### config.mk
export PLATFORM = sky130hd
export DESIGN_NAME = bit_reverse_reorder
export DESIGN_NICKNAME = d
export VERILOG_FILES = /design/src/rtl/bit_reverse_reorder.sv
export SDC_FILE = /design/constraint.sdc
export NUM_CORES = 1
export LEC_CHECK = 0
export BUFFER_PORTS_ARGS = -buffer_cell sky130_fd_sc_hd__buf_4
export CAP_MARGIN = 20
export CORE_MARGIN = 5
export CORE_UTILIZATION = 30
export CTS_BUF_LIST = sky130_fd_sc_hd__clkbuf_4 sky130_fd_sc_hd__clkbuf_8
export CTS_CLUSTER_DIAMETER = 40
export DETAILED_ROUTE_END_ITERATION = 12
export PLACE_DENSITY_LB_ADDON = 0.25
export SLEW_MARGIN = 25
export SYNTH_ARGS = -nofsm -noshare
export SYNTH_HDL_FRONTEND = slang
export SYNTH_SLANG_ARGS = --single-unit
### constraint.sdc
create_clock -name clkIn -period 9.92 [get_ports clkIn]
set_input_delay 0.496 -clock clkIn [delete_from_list [all_inputs] [get_ports clkIn]]
set_output_delay 0.496 -clock clkIn [all_outputs]
set_load 0.03 [all_outputs]
### src/rtl/bit_reverse_reorder.sv
`timescale 1ns/1ps
// Ping-pong frame buffer: natural-order samples in, each frame out in bit-reversed order.
// One bank fills while the other drains through a prefetch stage and a registered output stage.
module bit_reverse_reorder #(
    parameter int DATA_WIDTH = 32,
    parameter int FFT_SIZE   = 16
) (
    input  logic                  clkIn,
    input  logic                  rstIn,
    input  logic                  wrValidIn,
    output logic                  wrConsentOut,
    input  logic [DATA_WIDTH-1:0] wrDataIn,
    output logic                  rdValidOut,
    input  logic                  rdConsentIn,
    output logic [DATA_WIDTH-1:0] rdDataOut,
    output logic                  rdLastOut
);
    localparam int ADDR_WIDTH = $clog2(FFT_SIZE);
    localparam logic [ADDR_WIDTH-1:0] LAST_ADDR = ADDR_WIDTH'(FFT_SIZE - 1);
    localparam logic [ADDR_WIDTH-1:0] ONE_ADDR  = ADDR_WIDTH'(1);

    function automatic logic [ADDR_WIDTH-1:0] bit_rev(input logic [ADDR_WIDTH-1:0] addr);
        logic [ADDR_WIDTH-1:0] rev;
        for (int i = 0; i < ADDR_WIDTH; i++) begin
            rev[ADDR_WIDTH-1-i] = addr[i];
        end
        return rev;
    endfunction

    logic [DATA_WIDTH-1:0] mem_r [0:2*FFT_SIZE-1];

    logic [ADDR_WIDTH-1:0] wr_cnt_r;
    logic                  wr_bank_r;
    logic                  wr_consent_r;
    logic [1:0]            bank_full_r;

    logic [ADDR_WIDTH-1:0] rd_cnt_r;
    logic                  rd_bank_r;
    logic                  pre_valid_r;
    logic [DATA_WIDTH-1:0] pre_data_r;
    logic                  pre_last_r;

    logic                  out_valid_r;
    logic [DATA_WIDTH-1:0] out_data_r;
    logic                  out_last_r;
    logic                  out_bank_r;

    logic                  wr_xfer_s;
    logic                  wr_done_s;
    logic                  rd_xfer_s;
    logic                  rd_done_s;
    logic                  out_ready_s;
    logic                  pre_ready_s;
    logic                  issue_s;
    logic                  issue_done_s;
    logic [1:0]            set_s;
    logic [1:0]            clr_s;
    logic [1:0]            bank_full_nxt_s;
    logic                  wr_bank_nxt_s;

    assign wr_xfer_s    = wrValidIn & wr_consent_r;
    assign wr_done_s    = wr_xfer_s & (wr_cnt_r == LAST_ADDR);
    assign rd_xfer_s    = out_valid_r & rdConsentIn;
    assign rd_done_s    = rd_xfer_s & out_last_r;
    assign out_ready_s  = ~out_valid_r | rdConsentIn;
    assign pre_ready_s  = ~pre_valid_r | out_ready_s;
    // Reads run ahead of the output; the drained bank is only released on its last transfer.
    assign issue_s      = bank_full_r[rd_bank_r] & pre_ready_s;
    assign issue_done_s = issue_s & (rd_cnt_r == LAST_ADDR);

    assign set_s           = {wr_done_s & wr_bank_r, wr_done_s & ~wr_bank_r};
    assign clr_s           = {rd_done_s & out_bank_r, rd_done_s & ~out_bank_r};
    assign bank_full_nxt_s = (bank_full_r & ~clr_s) | set_s;
    assign wr_bank_nxt_s   = wr_bank_r ^ wr_done_s;

    assign wrConsentOut = wr_consent_r;
    assign rdValidOut   = out_valid_r;
    assign rdDataOut    = out_data_r;
    assign rdLastOut    = out_last_r;

    // Write counter, write bank pointer and registered write consent.
    always_ff @(posedge clkIn or posedge rstIn) begin
        if (rstIn) begin
            wr_cnt_r     <= '0;
            wr_bank_r    <= 1'b0;
            wr_consent_r <= 1'b0;
        end else begin
            if (wr_xfer_s) begin
                wr_cnt_r <= wr_cnt_r + ONE_ADDR;
            end
            wr_bank_r    <= wr_bank_nxt_s;
            wr_consent_r <= ~bank_full_nxt_s[wr_bank_nxt_s];
        end
    end

    // Bank occupancy flags; a set and a clear in the same cycle always hit different banks.
    always_ff @(posedge clkIn or posedge rstIn) begin
        if (rstIn) begin
            bank_full_r <= 2'b00;
        end else begin
            bank_full_r <= bank_full_nxt_s;
        end
    end

    // Sample storage, both banks side by side; contents need no reset.
    always_ff @(posedge clkIn) begin
        if (wr_xfer_s) begin
            mem_r[{wr_bank_r, wr_cnt_r}] <= wrDataIn;
        end
    end

    // Prefetch stage: bit-reversed RAM read and read address counter.
    always_ff @(posedge clkIn or posedge rstIn) begin
        if (rstIn) begin
            rd_cnt_r    <= '0;
            rd_bank_r   <= 1'b0;
            pre_valid_r <= 1'b0;
            pre_data_r  <= '0;
            pre_last_r  <= 1'b0;
        end else if (pre_ready_s) begin
            pre_valid_r <= issue_s;
            if (issue_s) begin
                pre_data_r <= mem_r[{rd_bank_r, bit_rev(rd_cnt_r)}];
                pre_last_r <= (rd_cnt_r == LAST_ADDR);
                rd_cnt_r   <= rd_cnt_r + ONE_ADDR;
                if (issue_done_s) begin
                    rd_bank_r <= ~rd_bank_r;
                end
            end
        end
    end

    // Output stage: holds data and last flag steady while the consumer stalls.
    always_ff @(posedge clkIn or posedge rstIn) begin
        if (rstIn) begin
            out_valid_r <= 1'b0;
            out_data_r  <= '0;
            out_last_r  <= 1'b0;
            out_bank_r  <= 1'b0;
        end else begin
            if (out_ready_s) begin
                out_valid_r <= pre_valid_r;
                out_last_r  <= pre_valid_r & pre_last_r;
                if (pre_valid_r) begin
                    out_data_r <= pre_data_r;
                end
            end
            if (rd_done_s) begin
                out_bank_r <= ~out_bank_r;
            end
        end
    end

endmodule

==> results of run 1 <==
## flip-flops by register name, summed over array words and instances (netlist names)
register      count
bank_full_r       2
wrConsentOut      1
pre_valid_r       1
pre_last_r        1
wr_cnt_r          4
rdLastOut         1
rdDataOut        32
wr_bank_r         1
rdValidOut        1
mem_r          1024
pre_data_r       32
rd_bank_r         1
out_bank_r        1
rd_cnt_r          4
## cells by family after synthesis
family	Yosys count	synth area share, %
fa+ha+maj	7	0.207
compound gates	139	2.71
mux	448	15.4
flops	1106	77.5
buf+inv	121	1.59
xor+xnor	7	0.145
simple gates	236	2.52
## routing by layer
metal  vias to the layer above  share of wire, %
li1                       8950                 -
met1                     11557                42
met2                       684                51
met3                       161               5.2
met4                         0               2.1
met5                         -                 0
## repair_timing
| action | in CTS | in global routing |
|---|---|---|
| resized for setup | 0 | 0 |
| hold buffers | 31 | 0 |
| setup buffers | 0 | 0 |
| hold endpoints to repair | 702 | 0 |
## synthesized netlist by cell type
cell type | n | area, µm²
sky130_fd_sc_hd__o21ai_1 | 2 | 10.0
sky130_fd_sc_hd__nor4_1 | 32 | 200
sky130_fd_sc_hd__buf_1 | 9 | 33.8
sky130_fd_sc_hd__nand4_1 | 3 | 18.8
sky130_fd_sc_hd__inv_1 | 7 | 26.3
sky130_fd_sc_hd__a21o_1 | 2 | 15.0
sky130_fd_sc_hd__nor3_1 | 35 | 175
sky130_fd_sc_hd__nand2b_1 | 3 | 18.8
sky130_fd_sc_hd__and2_1 | 1 | 6.26
sky130_fd_sc_hd__o22ai_1 | 95 | 594
sky130_fd_sc_hd__buf_4 | 24 | 180
sky130_fd_sc_hd__edfxtp_1 | 1024 | 30700
sky130_fd_sc_hd__and2b_1 | 1 | 7.51
sky130_fd_sc_hd__xnor2_1 | 6 | 52.6
sky130_fd_sc_hd__a2111oi_2 | 31 | 465
sky130_fd_sc_hd__mux2_1 | 1 | 11.3
sky130_fd_sc_hd__nand3_1 | 8 | 40.0
sky130_fd_sc_hd__clkbuf_1 | 47 | 176
sky130_fd_sc_hd__ha_1 | 7 | 87.6
sky130_fd_sc_hd__mux2i_1 | 257 | 2570
sky130_fd_sc_hd__nand3b_1 | 1 | 7.51
sky130_fd_sc_hd__or2_2 | 2 | 12.5
sky130_fd_sc_hd__dfrtp_1 | 82 | 2050
sky130_fd_sc_hd__a211oi_1 | 1 | 7.51
sky130_fd_sc_hd__nand2_1 | 17 | 63.8
sky130_fd_sc_hd__a2111oi_0 | 1 | 8.76
sky130_fd_sc_hd__mux4_2 | 159 | 3580
sky130_fd_sc_hd__buf_2 | 19 | 95.1
sky130_fd_sc_hd__buf_6 | 14 | 158
sky130_fd_sc_hd__xor2_1 | 1 | 8.76
sky130_fd_sc_hd__o21ai_0 | 3 | 15.0
sky130_fd_sc_hd__a221oi_2 | 1 | 15.0
sky130_fd_sc_hd__mux2_2 | 31 | 349
sky130_fd_sc_hd__nor2b_1 | 3 | 18.8
sky130_fd_sc_hd__inv_2 | 1 | 3.75
sky130_fd_sc_hd__or3_1 | 4 | 25.0
sky130_fd_sc_hd__nor2_1 | 126 | 473
sky130_fd_sc_hd__a21oi_1 | 3 | 15.0
## critical path, delay by kind of cell (launching register included)
family,cells,cell delay [ps]
buffers and inverters,3,2060
DFF,1,950
muxes,2,530
AOI/OAI and AO/OA,1,370
and+or+nand+nor,2,160
## power breakdown
group	internal, mW	total [mW]	switching (mW)
Clock	2.25	4.08	1.82
Combinational	0.841	2.40	1.56
Sequential	5.47	5.75	0.278
## area by class of cell
| class | instances | area share [%] |
|---|---|---|
| clock buffer | 255 | 6.34 |
| multi-input combinational | 837 | 18.6 |
| antenna | 6 | 0.0304 |
| clock inverter | 77 | 1.25 |
| tap | 1876 | 4.75 |
| sequential | 1106 | 66.5 |
| inverter | 8 | 0.0710 |
| timing repair buffer | 155 | 2.54 |
## final timing paths
kind | start | to | slack (ps)
worst max-delay path | rd_cnt_r[2] | pre_data_r[19] | 5540
worst min-delay path | wrDataIn[21] | mem_r[25][21] | 90
worst max register to register | rd_cnt_r[2] | pre_data_r[19] | 5540
worst min register to register | bank_full_r[0] | bank_full_r[0] | 500
max in group asynchronous | rstIn | pre_data_r[7] | 8140
min in group asynchronous | rstIn | rdLastOut | 310
==> impl_metrics.toml, run 1 <==
[route]
vias = 21352
drc = 0
detailedRoute.firstIterationViolations = 1819
drt_wl_total_um = 117000
first_pass_iters = 5
routed_wire_length_per_instance_um = 27.2
ant_nets = 0
vias_per_cell = 4.94

[synthesis]
post_synth_instance_area_um2 = 42400
synthDistinctLibCells = 38
yosysWarningCount = 0
syn-num-nets = 2107
yosysSeqAreaShare_pct = 77.5
syn_inst = 2064
postSynthAreaPerCell_um2 = 20.5
synth.ff_latch_count = 1106

[placed_design]
hpwlAfterDp_um = 59600
place_ws_ps = 5530
gp_congestion = 0.721
dpl-instance-area_um2 = 45300
buffer_ports.inserted = 70
dpl.cell_count = 3951

[cts]
cts_buffers = 185
clkTransAtPathRegs_ps = 60
tritoncts_clock_tree = "done"
cts_buffer_depth = 3
cts.root.buffer_cell = "sky130_fd_sc_hd__clkbuf_8"
clk-insertion-delay-late_ps = 850
cts.htree.levels = 4
numClockSinks = 1106

[floorplanning]
floorplan.die.height_um = 386
die-area_um2 = 149000
floorplan.initialDensity_pct = 30.3
row_count = 137
core_area_um2 = 140000
die_w_um = 386
top_level_ports = 71

[finish]
drive_above_1_share_pct = 28.5
fin_cells = 4320
ff_latch_area_um2 = 32800
multi_input_comb_area_um2 = 9160
final_core_util_pct = 35.3
syn_to_final_growth_pct = 16.6
stdcell_area_um2 = 49400
final_cell_mix = "1,024 x sky130_fd_sc_hd__edfxtp_1, 257 x sky130_fd_sc_hd__mux2i_1, 194 x sky130_fd_sc_hd__clkbuf_8"
final_net_count = 2336
final.fill_count = 13007
mostFrequentLayoutCell = "sky130_fd_sc_hd__edfxtp_1"

[sta]
final-setup-viol-count = 0
clock-skew-final_ps = 39.1
rsz0062_at_grt = "no"
achievable-frequency_ghz = 0.228
hold-worst-slack_ps = 91.2
timing.final.crit_share_pct = 44.1
timing.max_slew.rel_slack_pct = 30.4
post-route-min-period_ps = 4380
max_slew.worst_pin.slew_ps = 1040
finalHoldViolCount = 0
finalMaxSlewViolations = 0
fin_setup_tns_ps = 0
finalWorstSetupSlack_ps = 5540

[worst_setup_path]
critical-path-top-cell-by-count = "sky130_fd_sc_hd__buf_4"
critPathMaxFanout = 48
worstSetupStartpointType = "register"
timing.critical_path.arrival_ps = 5070
path_cells = "buf_4 -> buf_4 -> buf_4 -> mux4_2 -> mux2i_1 -> nor2_1 -> a2111oi_2 -> nor3_1"
timing.reg2reg.worst_path_depth = 8
crit_path_top_delay_cell = "sky130_fd_sc_hd__dfrtp_4"
crit_path_end_kind = "register"
crit_type = "reg2reg"
required_ps = 10610
slowest_stage_delay_on_critical_path_ps = 950

[grt]
globalRouteOverflowTotal = 0
track_usage_pct = 15.7
grt_start_max_net_pins = 108
antenna_found_initial = 6
met1_use_gr_pct = 20.6
grt_pass1_vias = 22564
globalRouteMet3Util_pct = 2.81
grt_first_pass_wirelength_um = 166000
grt_use_met2_pct = 27.1
grt_most_used_layer = "met2"

[run]
cap_viol_max_count = 0

[hold_path]
number_of_stages_on_the_worst_hold_path = 1
hold_class = "in2reg"

[status]
status = "completed"

[power]
power-per-cell-area_nw_per_um2 = 248
power.ir.vdd_worst_mv = 0.138
power.leakage_nw = 17.1
finalPower_mw = 12.2
Note: power is estimated with default switching activity, not from simulation.
==> run 2, diff against run 1 <==
--- a/config.mk
+++ b/config.mk
@@ -5,6 +5,7 @@
 export SDC_FILE = /design/constraint.sdc
 export NUM_CORES = 1
 export LEC_CHECK = 0
+export ABC_AREA = 1
 export BUFFER_PORTS_ARGS = -buffer_cell sky130_fd_sc_hd__buf_4
 export CAP_MARGIN = 20
 export CORE_MARGIN = 5
==> constraint.sdc (replaced) <==
create_clock -name clkIn -period 3.74 [get_ports clkIn]
set_input_delay 0.187 -clock clkIn [delete_from_list [all_inputs] [get_ports clkIn]]
set_output_delay 0.187 -clock clkIn [all_outputs]
set_load 0.03 [all_outputs]
==> run 2 against run 1 <==
Compared with the run above:
- first-iteration DRC count rose by 47%
- clock skew rose by 3.5 ps
- worst hold slack got worse by 8.9 ps
- utilization rose by 0.094 points
- global-route usage rose by 0.95 points
- sequential share of layout area fell by 5.5 points
- setup slack got worse by 4300 ps
- register-to-register slack got worse by 4300 ps
- maximum frequency rose by 73%
- clock-buffer cell count rose by 34
==> impl_metrics.toml, run 2 <==
[finish]
ff_latch_area_um2 = 32800
stdcell_area_um2 = 53800
drive_above_1_share_pct = 12.6
largest_register_ff_count = 1024
largest_register_by_flop_count = "mem_r"
final_net_count = 4420
multi_input_comb_area_um2 = 10600
final.fill_count = 15229
final_cell_mix = "1,429 x sky130_fd_sc_hd__nand2_1, 1,024 x sky130_fd_sc_hd__edfxtp_1, 616 x sky130_fd_sc_hd__nand3_1"
mostFrequentLayoutCell = "sky130_fd_sc_hd__nand2_1"
syn_to_final_growth_pct = 17.3

[route]
drt_wl_total_um = 138000
vias = 30490
drc = 0
routed_wire_length_per_instance_um = 20.9
first_pass_iters = 6
wirelength_met1_um = 64100
vias_per_cell = 4.63
route.met3.wl_um = 8040
highest_routing_layer_actually_used = "met4"
ant_nets = 0
met2_length_um = 62700
detailedRoute.firstIterationViolations = 2683

[cts]
cts.htree.levels = 4
clkTransAtPathRegs_ps = 60
cts.root.buffer_cell = "sky130_fd_sc_hd__clkbuf_8"
cts_buffer_depth = 3
post_cts_resized = 0
tritoncts_clock_tree = "done"
clk-insertion-delay-late_ps = 890
cts_setup_buffers = 0
holdBufCountCts = 35
cts_buffers = 198
numClockSinks = 1106

[synthesis]
syn-num-nets = 4239
yosys-top-cells-count = "1,432 x sky130_fd_sc_hd__nand2_1, 1,024 x sky130_fd_sc_hd__edfxtp_1, 616 x sky130_fd_sc_hd__nand3_1, 437 x sky130_fd_sc_hd__inv_1, 227 x sky130_fd_sc_hd__nor2_1"
synthDistinctLibCells = 22
netlist.area_leader.share_pct = 67.0
syn_inst = 4196
yosysSeqAreaShare_pct = 71.5
post_synth_instance_area_um2 = 45900
postSynth.asyncResetShare_pct = 7.41
count_of_flip_flops_with_a_built_in_enable_after_synthesis = 1024
synth.most_common_cell = "sky130_fd_sc_hd__nand2_1"
yosysWarningCount = 0
ys_top_cells_by_area = "sky130_fd_sc_hd__edfxtp_1 67%, sky130_fd_sc_hd__nand2_1 12%, sky130_fd_sc_hd__nand3_1 6.7%"
synth_area_leader_cell = "sky130_fd_sc_hd__edfxtp_1"
ys.flop_type = "sky130_fd_sc_hd__edfxtp_1"
postSynthAreaPerCell_um2 = 10.9
synth.ff_latch_count = 1106

[power]
power-per-cell-area_nw_per_um2 = 743
power.leakage_nw = 21.3
power.ir.vdd_worst_mv = 0.631

[worst_setup_path]
worstSetupStartpointType = "register"
slowest_stage_delay_on_critical_path_ps = 760
critPathMaxFanout = 19
required_ps = 4280
path_cells = "inv_1 -> ha_1 -> nand2_1 -> nor2_4 -> buf_12"
crit_path_top_delay_cell = "sky130_fd_sc_hd__nor2_4"
timing.critical_path.arrival_ps = 3070
timing.reg2reg.worst_path_depth = 5
crit_path_end_kind = "register"
critical_path_cell_count = 5
critPathBufInv = 2
dominant_delay_contributor_by_cell_family_on_the_critical_path = "simple AND/OR/NAND/NOR gates"
crit_type = "reg2reg"

[grt]
grt_first_pass_wirelength_um = 201000
track_usage_pct = 16.7
grt_pass1_vias = 29535
antenna_found_initial = 11
globalRouteOverflowTotal = 0
grt_start_max_net_pins = 166

[placed_design]
dpl-instance-area_um2 = 49300
gp_congestion = 0.784
hpwlAfterDp_um = 76400
buffer_ports.inserted = 70

[sta]
timing.max_slew.rel_slack_pct = 26.9
clock-skew-final_ps = 42.7
rsz0062_at_grt = "no"
finalHoldViolCount = 0
achievable-frequency_ghz = 0.396
fin_setup_tns_ps = 0
max_slew.worst_pin.slew_ps = 1100
post-route-min-period_ps = 2520
hold-worst-slack_ps = 82.3
final-setup-viol-count = 0
timing.final.crit_share_pct = 67.5
finalMaxSlewViolations = 0

[status]
status = "completed"

[floorplanning]
row_count = 143
floorplan.initialDensity_pct = 30.2
floorplan.die.height_um = 401
top_level_ports = 71
die_w_um = 401
die-area_um2 = 161000
core_area_um2 = 152000

[run]
cap_viol_max_count = 0

[hold_path]
hold_class = "in2async"
[run 2: logic make-up after synthesis]
family	after synthesis	synth area share [%]
AOI/OAI and AO/OA	104	1.14
adders and majority gates	7	0.191
DFF	1106	71.5
buffers and inverters	661	5.96
xor gates and xnor gates	7	0.134
muxes	32	0.785
and+or+nand+nor	2279	20.3
[run 2: worst min-delay path, stage by stage]
cell                            delay [ps]
sky130_fd_sc_hd__dlygate4sd3_1         530
sky130_fd_sc_hd__buf_4                 140
sky130_fd_sc_hd__inv_4                 630
[run 2: final timing paths]
| path | from | to | slack, ps |
|---|---|---|---|
| max in group asynchronous | rstIn | rd_cnt_r[2] | 2880 |
| min in group clkIn | wrValidIn | wr_cnt_r[0] | 280 |
| setup reg to reg | wr_cnt_r[0] | mem_r[26][22] | 1220 |
| hold reg to reg | pre_data_r[9] | pre_data_r[9] | 480 |
| hold / removal | rstIn | pre_data_r[26] | 80 |
| setup / recovery | wr_cnt_r[0] | mem_r[26][22] | 1220 |
[run 2: final cells by class]
| type | instances | area share (%) |
|---|---|---|
| Timing Repair Buffer | 202 | 3.70 |
| Antenna cell | 2 | 0.00930 |
| Multi-Input combinational cell | 2429 | 19.7 |
| Clock inverter | 82 | 1.34 |
| Clock buffer | 289 | 6.41 |
| Tap cell | 2030 | 4.72 |
| Sequential cell | 1106 | 61.0 |
| Inverter | 440 | 3.13 |
[run 2: routing by layer]
metal | GRT usage (%) | vias to the layer above
met5 | 0 | -
met4 | 4.65 | 0
met3 | 2.77 | 202
met2 | 26.1 | 912
met1 | 24.0 | 15069
li1 | - | 14307
[run 2: through the flow]
| step | total power [mW] | std cells | util (%) | setup slack, ps |
|---|---|---|---|---|
| finish | 40.0 | 6580 | 35.4 | 1220 |
| floorplan | 23.3 | 4196 | - | 113 |
| global placement | 28.4 | 6172 | 32.4 | 1260 |
| detailed placement | 28.4 | 6172 | 32.4 | 1240 |
| global route | 42.3 | 6580 | 35.4 | 1070 |
| CTS | 40.4 | 6578 | 35.4 | 1240 |
[run 2: report_power, final]
| group | switching, mW | leakage [nW] | total, mW | internal (mW) |
|---|---|---|---|---|
| Sequential | 0.686 | 10.2 | 14.9 | 14.2 |
| Clock | 5.07 | 2.19 | 11.9 | 6.82 |
| Combinational | 9.39 | 8.95 | 13.2 | 3.80 |
